[config.mk]
export PLATFORM = sky130hd
export DESIGN_NAME = cgra_config_loader_flat
export DESIGN_NICKNAME = d
export VERILOG_FILES = /design/src/rtl/cgra_config_loader_if.sv /design/src/rtl/cgra_config_loader.sv /design/src/flat_wrapper.sv
export SDC_FILE = /design/constraint.sdc
export NUM_CORES = 1
export LEC_CHECK = 0
export ABC_CLOCK_PERIOD_IN_PS = 1820
export CAP_MARGIN = 5
export CORE_MARGIN = 1
export CORE_UTILIZATION = 25
export DETAILED_ROUTE_END_ITERATION = 16
export HOLD_SLACK_MARGIN = 0.03
export PLACE_DENSITY = 0.45
export SETUP_SLACK_MARGIN = 0.3
export SYNTH_ARGS = -nofsm -noshare
export SYNTH_HDL_FRONTEND = slang
export SYNTH_SLANG_ARGS = --single-unit
[constraint.sdc]
create_clock -name i_clock -period 1.82 [get_ports i_clock]
set_input_delay 0.273 -clock i_clock [delete_from_list [all_inputs] [get_ports i_clock]]
set_output_delay 0.273 -clock i_clock [all_outputs]
set_load 0.02 [all_outputs]
[src/rtl/cgra_config_loader_if.sv]
// Narrow configuration beat stream into the CGRA config loader.
// The source drives data/valid; the loader drives ready.
interface cgra_config_loader_if #(
  parameter int IN_W = 4
);
  logic [IN_W-1:0] data;
  logic            valid;
  logic            ready;

  modport master (output data, output valid, input ready);
  modport slave  (input data, input valid, output ready);
endinterface

[src/rtl/cgra_config_loader.sv]
// Assembles beats into per-PE control words in a staging buffer and commits
// them to the array in one cycle, so the PEs never see a partial configuration.
//
// state  | meaning
// IDLE   | no load in progress, array frozen
// LOAD   | accepting beats into staging, array frozen
// COMMIT | one cycle, staging copied to pe_ctrl at its closing edge
// RUN    | configuration valid, pe_en follows run_en
module cgra_config_loader #(
  parameter int NUM_PE = 4,
  parameter int CTRL_W = 8,
  parameter int IN_W   = 4
) (
  input  logic                     i_clock,
  input  logic                     i_reset,
  input  logic                     i_start,
  cgra_config_loader_if.slave      i_cfg,
  input  logic                     i_run_en,
  output logic [NUM_PE*CTRL_W-1:0] o_pe_ctrl,
  output logic                     o_pe_en,
  output logic                     o_busy,
  output logic                     o_config_done
);
  localparam int BEATS = CTRL_W / IN_W;
  localparam int BC_W  = $clog2(BEATS) + 1;
  localparam int WI_W  = $clog2(NUM_PE) + 1;

  typedef enum logic [1:0] {S_IDLE, S_LOAD, S_COMMIT, S_RUN} state_t;

  state_t                    r_state;
  state_t                    w_next_state;
  logic [BC_W-1:0]           r_beat_cnt;
  logic [WI_W-1:0]           r_word_idx;
  logic [CTRL_W-1:0]         r_word_buf;
  logic [NUM_PE*CTRL_W-1:0]  r_staging;
  logic [NUM_PE*CTRL_W-1:0]  r_pe_ctrl;
  logic [CTRL_W-1:0]         w_word;
  logic                      w_ready;
  logic                      w_xfer;
  logic                      w_last_beat;
  logic                      w_last_word;
  logic                      w_restart;

  assign w_xfer      = i_cfg.valid && w_ready;
  assign w_last_beat = (r_beat_cnt == BC_W'(BEATS - 1));
  assign w_last_word = (r_word_idx == WI_W'(NUM_PE - 1));
  // start is ignored only in COMMIT; elsewhere it (re)opens a load
  assign w_restart   = i_start && (r_state != S_COMMIT);

  always_ff @(posedge i_clock) begin
    if (i_reset) r_state <= S_IDLE;
    else         r_state <= w_next_state;
  end

  always_comb begin
    w_next_state = r_state;
    case (r_state)
      S_IDLE:   if (i_start) w_next_state = S_LOAD;
      S_LOAD: begin
        if (!i_start && w_xfer && w_last_beat && w_last_word)
          w_next_state = S_COMMIT;
      end
      S_COMMIT: w_next_state = S_RUN;
      S_RUN:    if (i_start) w_next_state = S_LOAD;
      default:  w_next_state = S_IDLE;
    endcase
  end

  always_comb begin
    w_ready       = 1'b0;
    o_busy        = 1'b0;
    o_config_done = 1'b0;
    o_pe_en       = 1'b0;
    case (r_state)
      S_LOAD: begin
        w_ready = 1'b1;
        o_busy  = 1'b1;
      end
      S_COMMIT: o_busy = 1'b1;
      S_RUN: begin
        o_config_done = 1'b1;
        o_pe_en       = i_run_en;
      end
      default: ;
    endcase
  end

  assign i_cfg.ready = w_ready;
  assign o_pe_ctrl   = r_pe_ctrl;

  // Current word with the incoming beat merged in, little-endian by beat index
  always_comb begin
    w_word = r_word_buf;
    for (int k = 0; k < BEATS; k++) begin
      if (r_beat_cnt == BC_W'(k)) w_word[k*IN_W +: IN_W] = i_cfg.data;
    end
  end

  always_ff @(posedge i_clock) begin
    if (i_reset) begin
      r_beat_cnt <= '0;
      r_word_idx <= '0;
      r_word_buf <= '0;
      r_staging  <= '0;
      r_pe_ctrl  <= '0;
    end else begin
      if (w_restart) begin
        r_beat_cnt <= '0;
        r_word_idx <= '0;
      end else if (w_xfer) begin
        r_word_buf <= w_word;
        if (w_last_beat) begin
          r_beat_cnt <= '0;
          r_word_idx <= r_word_idx + WI_W'(1);
          for (int i = 0; i < NUM_PE; i++) begin
            if (r_word_idx == WI_W'(i)) r_staging[i*CTRL_W +: CTRL_W] <= w_word;
          end
        end else begin
          r_beat_cnt <= r_beat_cnt + BC_W'(1);
        end
      end
      if (r_state == S_COMMIT) r_pe_ctrl <= r_staging;
    end
  end
endmodule

[src/flat_wrapper.sv]
// flat-port wrapper written by rule: the top's interface ports become plain ports
module cgra_config_loader_flat 
#(
  parameter int NUM_PE = 4,
  parameter int CTRL_W = 8,
  parameter int IN_W   = 4
)
  (i_clock, i_reset, i_start, i_run_en, o_pe_ctrl, o_pe_en, o_busy, o_config_done, i_cfg_data, i_cfg_valid, i_cfg_ready);
  cgra_config_loader_if #(.IN_W(IN_W)) i_cfg_i ();
  input  logic i_clock;
  input  logic i_reset;
  input  logic i_start;
  input  logic i_run_en;
  output logic [NUM_PE*CTRL_W-1:0] o_pe_ctrl;
  output logic o_pe_en;
  output logic o_busy;
  output logic o_config_done;
  input wire logic [$bits(i_cfg_i.data)-1:0] i_cfg_data;
  input wire logic [$bits(i_cfg_i.valid)-1:0] i_cfg_valid;
  output wire logic [$bits(i_cfg_i.ready)-1:0] i_cfg_ready;
  assign i_cfg_i.data = i_cfg_data;
  assign i_cfg_i.valid = i_cfg_valid;
  assign i_cfg_ready = i_cfg_i.ready;
  cgra_config_loader #(.NUM_PE(NUM_PE), .CTRL_W(CTRL_W), .IN_W(IN_W)) u_core (.i_clock(i_clock), .i_reset(i_reset), .i_start(i_start), .i_cfg(i_cfg_i), .i_run_en(i_run_en), .o_pe_ctrl(o_pe_ctrl), .o_pe_en(o_pe_en), .o_busy(o_busy), .o_config_done(o_config_done));
endmodule
# After elaboration in Yosys (flattened, before gate mapping)
# Index checks and enable logic that the tools add are counted.
[totals]
output_inout_bits = 36
ff_bits = 79
inputBits = 9
[classes]
n_addsub = 2
n_mux = 10
bitwise = 1
reduce_logical = 19
n_eq_ne = 10
[op_table]
columns = ["operator", "count"]
rows = [
  ["AND reduction 4 bit", 4],
  ["two-way mux 4 bit", 2],
  ["== test 3 x 2 -> 1 bit (second input constant)", 2],
  ["two-way mux 2 bit", 3],
  ["one-hot mux 2 bit (3 select lines)", 1],
  ["AND reduction 2 bit", 3],
  ["OR reduction 2 bit", 3],
  ["logical AND 1 bit", 5],
  ["== test 2 x 1 -> 1 bit (second input constant)", 2],
  ["== test 2 bit (second input constant)", 2],
  ["zero test 2 bit", 2],
  ["two-way mux 1 bit", 4],
  ["inequality test 2 x 1 -> 1 bit (second input constant)", 2],
  ["adder 3 x 1 -> 3 bit (second input constant)", 1],
  ["== test 3 x 1 -> 1 bit (second input constant)", 1],
  ["zero test 3 bit", 1],
  ["adder 2 x 1 -> 2 bit (second input constant)", 1],
  ["inequality test 2 bit (second input constant)", 1],
  ["zero test 1 bit", 1],
  ["inverter 1 bit", 1],
]

# Logic depth before layout (Yosys ltp)
[logic_depth]
word_depth = 8
mapped_depth = 8
ltp_nobuf = 5

# Least setup slack after synthesis
# OpenSTA, ideal clock, no wires.
[synth_path]
path_type = "reg-to-reg"
start = "register u_core.r_state[1]"
end = "register u_core.r_word_buf[7]"
stages_incl_launch_ff = 8
path_slack_ps = 218
period_less_slack_ps = 1602
arrival_ps = 1517
path_cell_list = "dfxtp_1 -> inv_1 -> ha_1 -> and2_1 -> buf_2 -> and2_1 -> buf_2 -> a211oi_1"
[synth_via]
elab_chain_cells = 4
elab_cells_between_ends = 7
[synth_lines]
columns = ["element", "line_no", "rtl"]
rows = [
  ["start, declared", "cgra_config_loader.sv:30", "state_t r_state;"],
  ["start signal, assigned", "cgra_config_loader.sv:52", "else r_state <= w_next_state;"],
  ["== test 2 x 1 -> 1 bit", "cgra_config_loader.sv:74", "case (r_state)"],
  ["two-way mux 1 bit", "cgra_config_loader.sv:74", ""],
  ["named net i_cfg_ready", "flat_wrapper.sv:20", "output wire logic [$bits(i_cfg_i.ready)-1:0] i_cfg_ready;"],
  ["logical AND 1 bit", "cgra_config_loader.sv:44", "assign w_xfer = i_cfg.valid && w_ready;"],
  ["AND reduction 2 bit (no line)", "n/a", ""],
  ["end signal, assigned", "cgra_config_loader.sv:111", "r_word_buf <= w_word;"],
  ["end, declared", "cgra_config_loader.sv:34", "logic [CTRL_W-1:0] r_word_buf;"],
]
# The timed path passes the listed nets, and every way through them passes these cells.
# A chain may end at the register's enable or synchronous reset.

# Worst setup path after layout
[layout_path]
start = "register u_core.r_word_idx[0]"
end = "register u_core.r_staging[29]"
[layout_via]
elab_chain_cells = 2
[layout_lines]
columns = ["element", "line_no", "rtl"]
rows = [
  ["start, declared", "cgra_config_loader.sv:33", "logic [WI_W-1:0] r_word_idx;"],
  ["start signal, assigned", "cgra_config_loader.sv:114", "r_word_idx <= r_word_idx + WI_W'(1);"],
  ["== test 3 x 2 -> 1 bit", "cgra_config_loader.sv:116", "if (r_word_idx == WI_W'(i)) r_staging[i*CTRL_W +: CTRL_W] <= w_word;"],
  ["AND reduction 4 bit (no line)", "n/a", ""],
  ["end signal, assigned by index", "cgra_config_loader.sv:116", ""],
  ["end, declared", "cgra_config_loader.sv:35", "logic [NUM_PE*CTRL_W-1:0] r_staging;"],
]
# No other way between the ends.

==> flow_summary_export.csv <==
group,metric,value,unit
outcome,status,"finished, final reports clean",
cells_and_area,insertedDiodeCount,0,
floorplan,floorplan.initialDensity,25.56,%
placed_design,place_ws,0.02765,ns
cells_and_area,final_util,36.08,%
power,power.total,0.004942,W
floorplan,die_y,115.4,microns
route,wl_per_cell,15.38,microns
route,drt_iter0_markers,108,
route,dr.pass1.iters,4,
synth,yosysSeqAreaShare,49.22,%
synth,synth_flop_cell,"dfxtp_1",
synth,synthArstFlopShare,0,%
power,power_leakage,1.709,nW
route,vias,2565,
sta,totalNegativeSetupSlack,0,ns
placed_design,hpwl,5366,microns
critical_path,end_kind,"register",
critical_path,critical_path_required,2.02,ns
global_route,antenna_found_initial,0,
critical_path,worstSetupStartpointType,"register",
critical_path,reg2reg_to,"u_core.r_staging[29]",
clocking,cts_tree,"yes",
global_route,grt_pass1_wl,12460,microns
critical_path,rr_startpoint,"u_core.r_word_idx[0]",
run,max_cap_violations,0,
cells_and_area,layout-drive-gt1-share,25.00,%
synth,yosysUniqueCellTypes,26,
sta,rsz0062_at_grt,"yes",
clocking,cts_buffer_depth,2,
route,drc,0,
clocking,cts.sinks,79,
synth,syn_nets,333,
floorplan,io_pins,45,
sta,post-route-min-period,1.509,ns
clocking,numCtsBuffers,9,
hold_path,hold_path_class,"primary input to register",
route,top_layer_used,"met4",
floorplan,core,0.01257,sq mm
synth,synth_area_per_cell,10.17,sq um
critical_path,reg2reg_depth,6,
sta,timing.fmax,0.6627,GHz
cells_and_area,synthToLayoutAreaGrowth,41.12,%
sta,finalHoldViolCount,0,
synth,ys_ff_latch,79,
synth,syn_area,0.003213,sq mm
global_route,grtUsageTotal,12.46,%
clocking,postCtsSetupBuffers,0,
cells_and_area,layout.nets,384,
cells_and_area,n_fill_cell,1246,
route,wl_met3,255,microns
critical_path,cp_max_fo,8,
critical_path,cp-startpoint,"u_core.r_word_idx[0]",
clocking,cts_root_buf,"clkbuf_16",
clocking,clk_pin_slew_worst_paths,0.06,ns
critical_path,critPathKind,"register to register",
route,viasPerCell,4.715,
placed_design,globalplace.congestion,0.7035,
clocking,postCtsHoldBufs,0,
global_route,grt_max_degree,38,
floorplan,die_area,0.01331,sq mm
sta,setup_violations,0,
route,wl_met1,4115,microns
sta,final.setup_skew,0.006859,ns
sta,slew_viol_final,0,
route,wirelength,8367,microns
sta,fin_ws,0.3109,ns
power,ir_drop,0.4035,mV
sta,post-route-period-util,82.92,%
floorplan,row_count,41,
global_route,grt_pass1_vias,2362,
placed_design,port_buffers,44,
synth,synth_edf_count,0,
critical_path,endpoint,"u_core.r_staging[29]",
synth,synth-warning-count,0,
critical_path,r2r_slack,0.31,ns
power,p_per_area,1090,mW/mm^2
route,wl_met2,3796,microns
sta,relSlewSlack,74.08,%
route,drtAntennaViolNets,0,
global_route,grt_remaining_overflow,0,
clocking,cts.htree.levels,3,
floorplan,fp.dieW,115.4,microns
synth,syn-instance-count,316,
critical_path,critPathArrivalTime,1.71,ns
clocking,clkLatencyLatePin,0.33,ns
sta,max_slew.worst_pin.slew,0.3871,ns
flip-flops by register name (all words and copies together), names as in the netlist:
signal	flops
u_core.r_beat_cnt	2
u_core.r_state	2
u_core.r_staging	32
u_core.o_pe_ctrl	32
u_core.r_word_buf	8
u_core.r_word_idx	3
metrics by stage:
| step | cell area [sq um] | hold WS, ns | std cells |
|---|---|---|---|
| after floorplan | 3231 | 0.4478 | 316 |
| after global placement | 3886 | 0.4646 | 526 |
| after detailed placement | 3886 | 0.4718 | 526 |
| after CTS | 4247 | 0.3281 | 542 |
| after global routing | 4534 | 0.3559 | 544 |
| final | 4534 | 0.3291 | 544 |
cell families after synthesis:
group / synth area share, %
muxes: 12.46
AOI/OAI and AO/OA: 18.81
buffers and inverters: 7.399
DFF: 49.22
and+or+nand+nor: 8.723
xor gates and xnor gates: 0.2726
adders and majority gates: 3.115
timing repair:
action | in CTS | in global routing
gates cloned | 0 | 2
hold endpoints to repair | 0 | 0
resized for setup | 62 | 51
endpoints found under the setup margin | 76 | 44
pin swaps | 0 | 26
report_power, final:
group / internal (W) / leakage, nW / total [W] / switching, W
Sequential: 0.00178 / 0.640 / 0.00183 / 0.0000458
Clock: 0.00146 / 0.179 / 0.00215 / 0.000696
Combinational: 0.000413 / 0.889 / 0.000961 / 0.000548
Total: 0.00365 / 1.71 / 0.00494 / 0.00129
worst min-delay path by stage:
stage                                     from                    to  slack [ns]  cells after the start
after floorplan           u_core.r_beat_cnt[1]  u_core.r_beat_cnt[1]        0.45                      2
after global placement    u_core.r_beat_cnt[1]  u_core.r_beat_cnt[1]        0.46                      2
after detailed placement  u_core.r_beat_cnt[1]  u_core.r_beat_cnt[1]        0.47                      2
after CTS                              i_reset     u_core.r_state[0]        0.33                      2
after global routing                   i_reset     u_core.r_state[0]        0.36                      2
final                                  i_reset     u_core.r_state[0]        0.33                      2
worst max-delay path, cell delays in order (launching register included):
cell      delay [ns]
dfxtp_2         0.33
ha_1            0.20
ha_2            0.18
and3b_2         0.27
buf_12          0.17
a31oi_4         0.17
a211oi_1        0.06
layout by cell type, fill, tap and decap left out, types with 2 or more instances in the layout:
master | netlist | routed
dfxtp_1 | 79 | 74
mux2i_1 | 40 | 40
nor2_1 | 35 | 35
dlygate4sd2_1 | 0 | 32
a211oi_1 | 40 | 29
a31oi_1 | 32 | 24
buf_4 | 4 | 19
a211oi_2 | 2 | 13
a21oi_1 | 11 | 11
clkbuf_16 | 0 | 10
a31oi_4 | 0 | 7
clkdlybuf4s50_1 | 0 | 7
inv_1 | 9 | 6
and3_4 | 0 | 5
nand2_1 | 5 | 5
ha_1 | 8 | 5
buf_6 | 0 | 5
buf_12 | 3 | 4
inv_2 | 0 | 3
bufinv_16 | 0 | 3
clkbuf_8 | 0 | 3
dfxtp_2 | 0 | 3
nor2b_1 | 4 | 2
nand2b_1 | 3 | 2
ha_4 | 0 | 2
buf_2 | 16 | 2
dfxtp_4 | 0 | 2
metal layers:
layer / GRT usage (%) / vias up
met5: 0 / -
met1: 16.82 / 1245
met4: 6.494 / 0
li1: - / 1256
met2: 18.92 / 51
met3: 2.214 / 13
synth_stat cells (5+ instances only):
library cell	number	area share (%)
a211oi_1	40	9.3
a21oi_1	11	1.7
a31oi_1	32	6.2
and3_1	5	0.97
buf_2	16	2.5
clkbuf_1	6	0.70
dfxtp_1	79	49
ha_1	8	3.1
inv_1	9	1.1
mux2i_1	40	12
nand2_1	5	0.58
nor2_1	35	4.1
final cells by class:
class	count	area, sq um	share of cell area (%)
clock buffers	12	266.5	5.877
clock inverters	4	98.84	2.180
inverters	9	33.78	0.7450
multi-input cells	196	1642	36.20
flip-flops and latches	79	1593	35.13
well taps	172	215.2	4.746
repair buffers	72	685.7	15.12
Power figures use the tool's default switching activity.
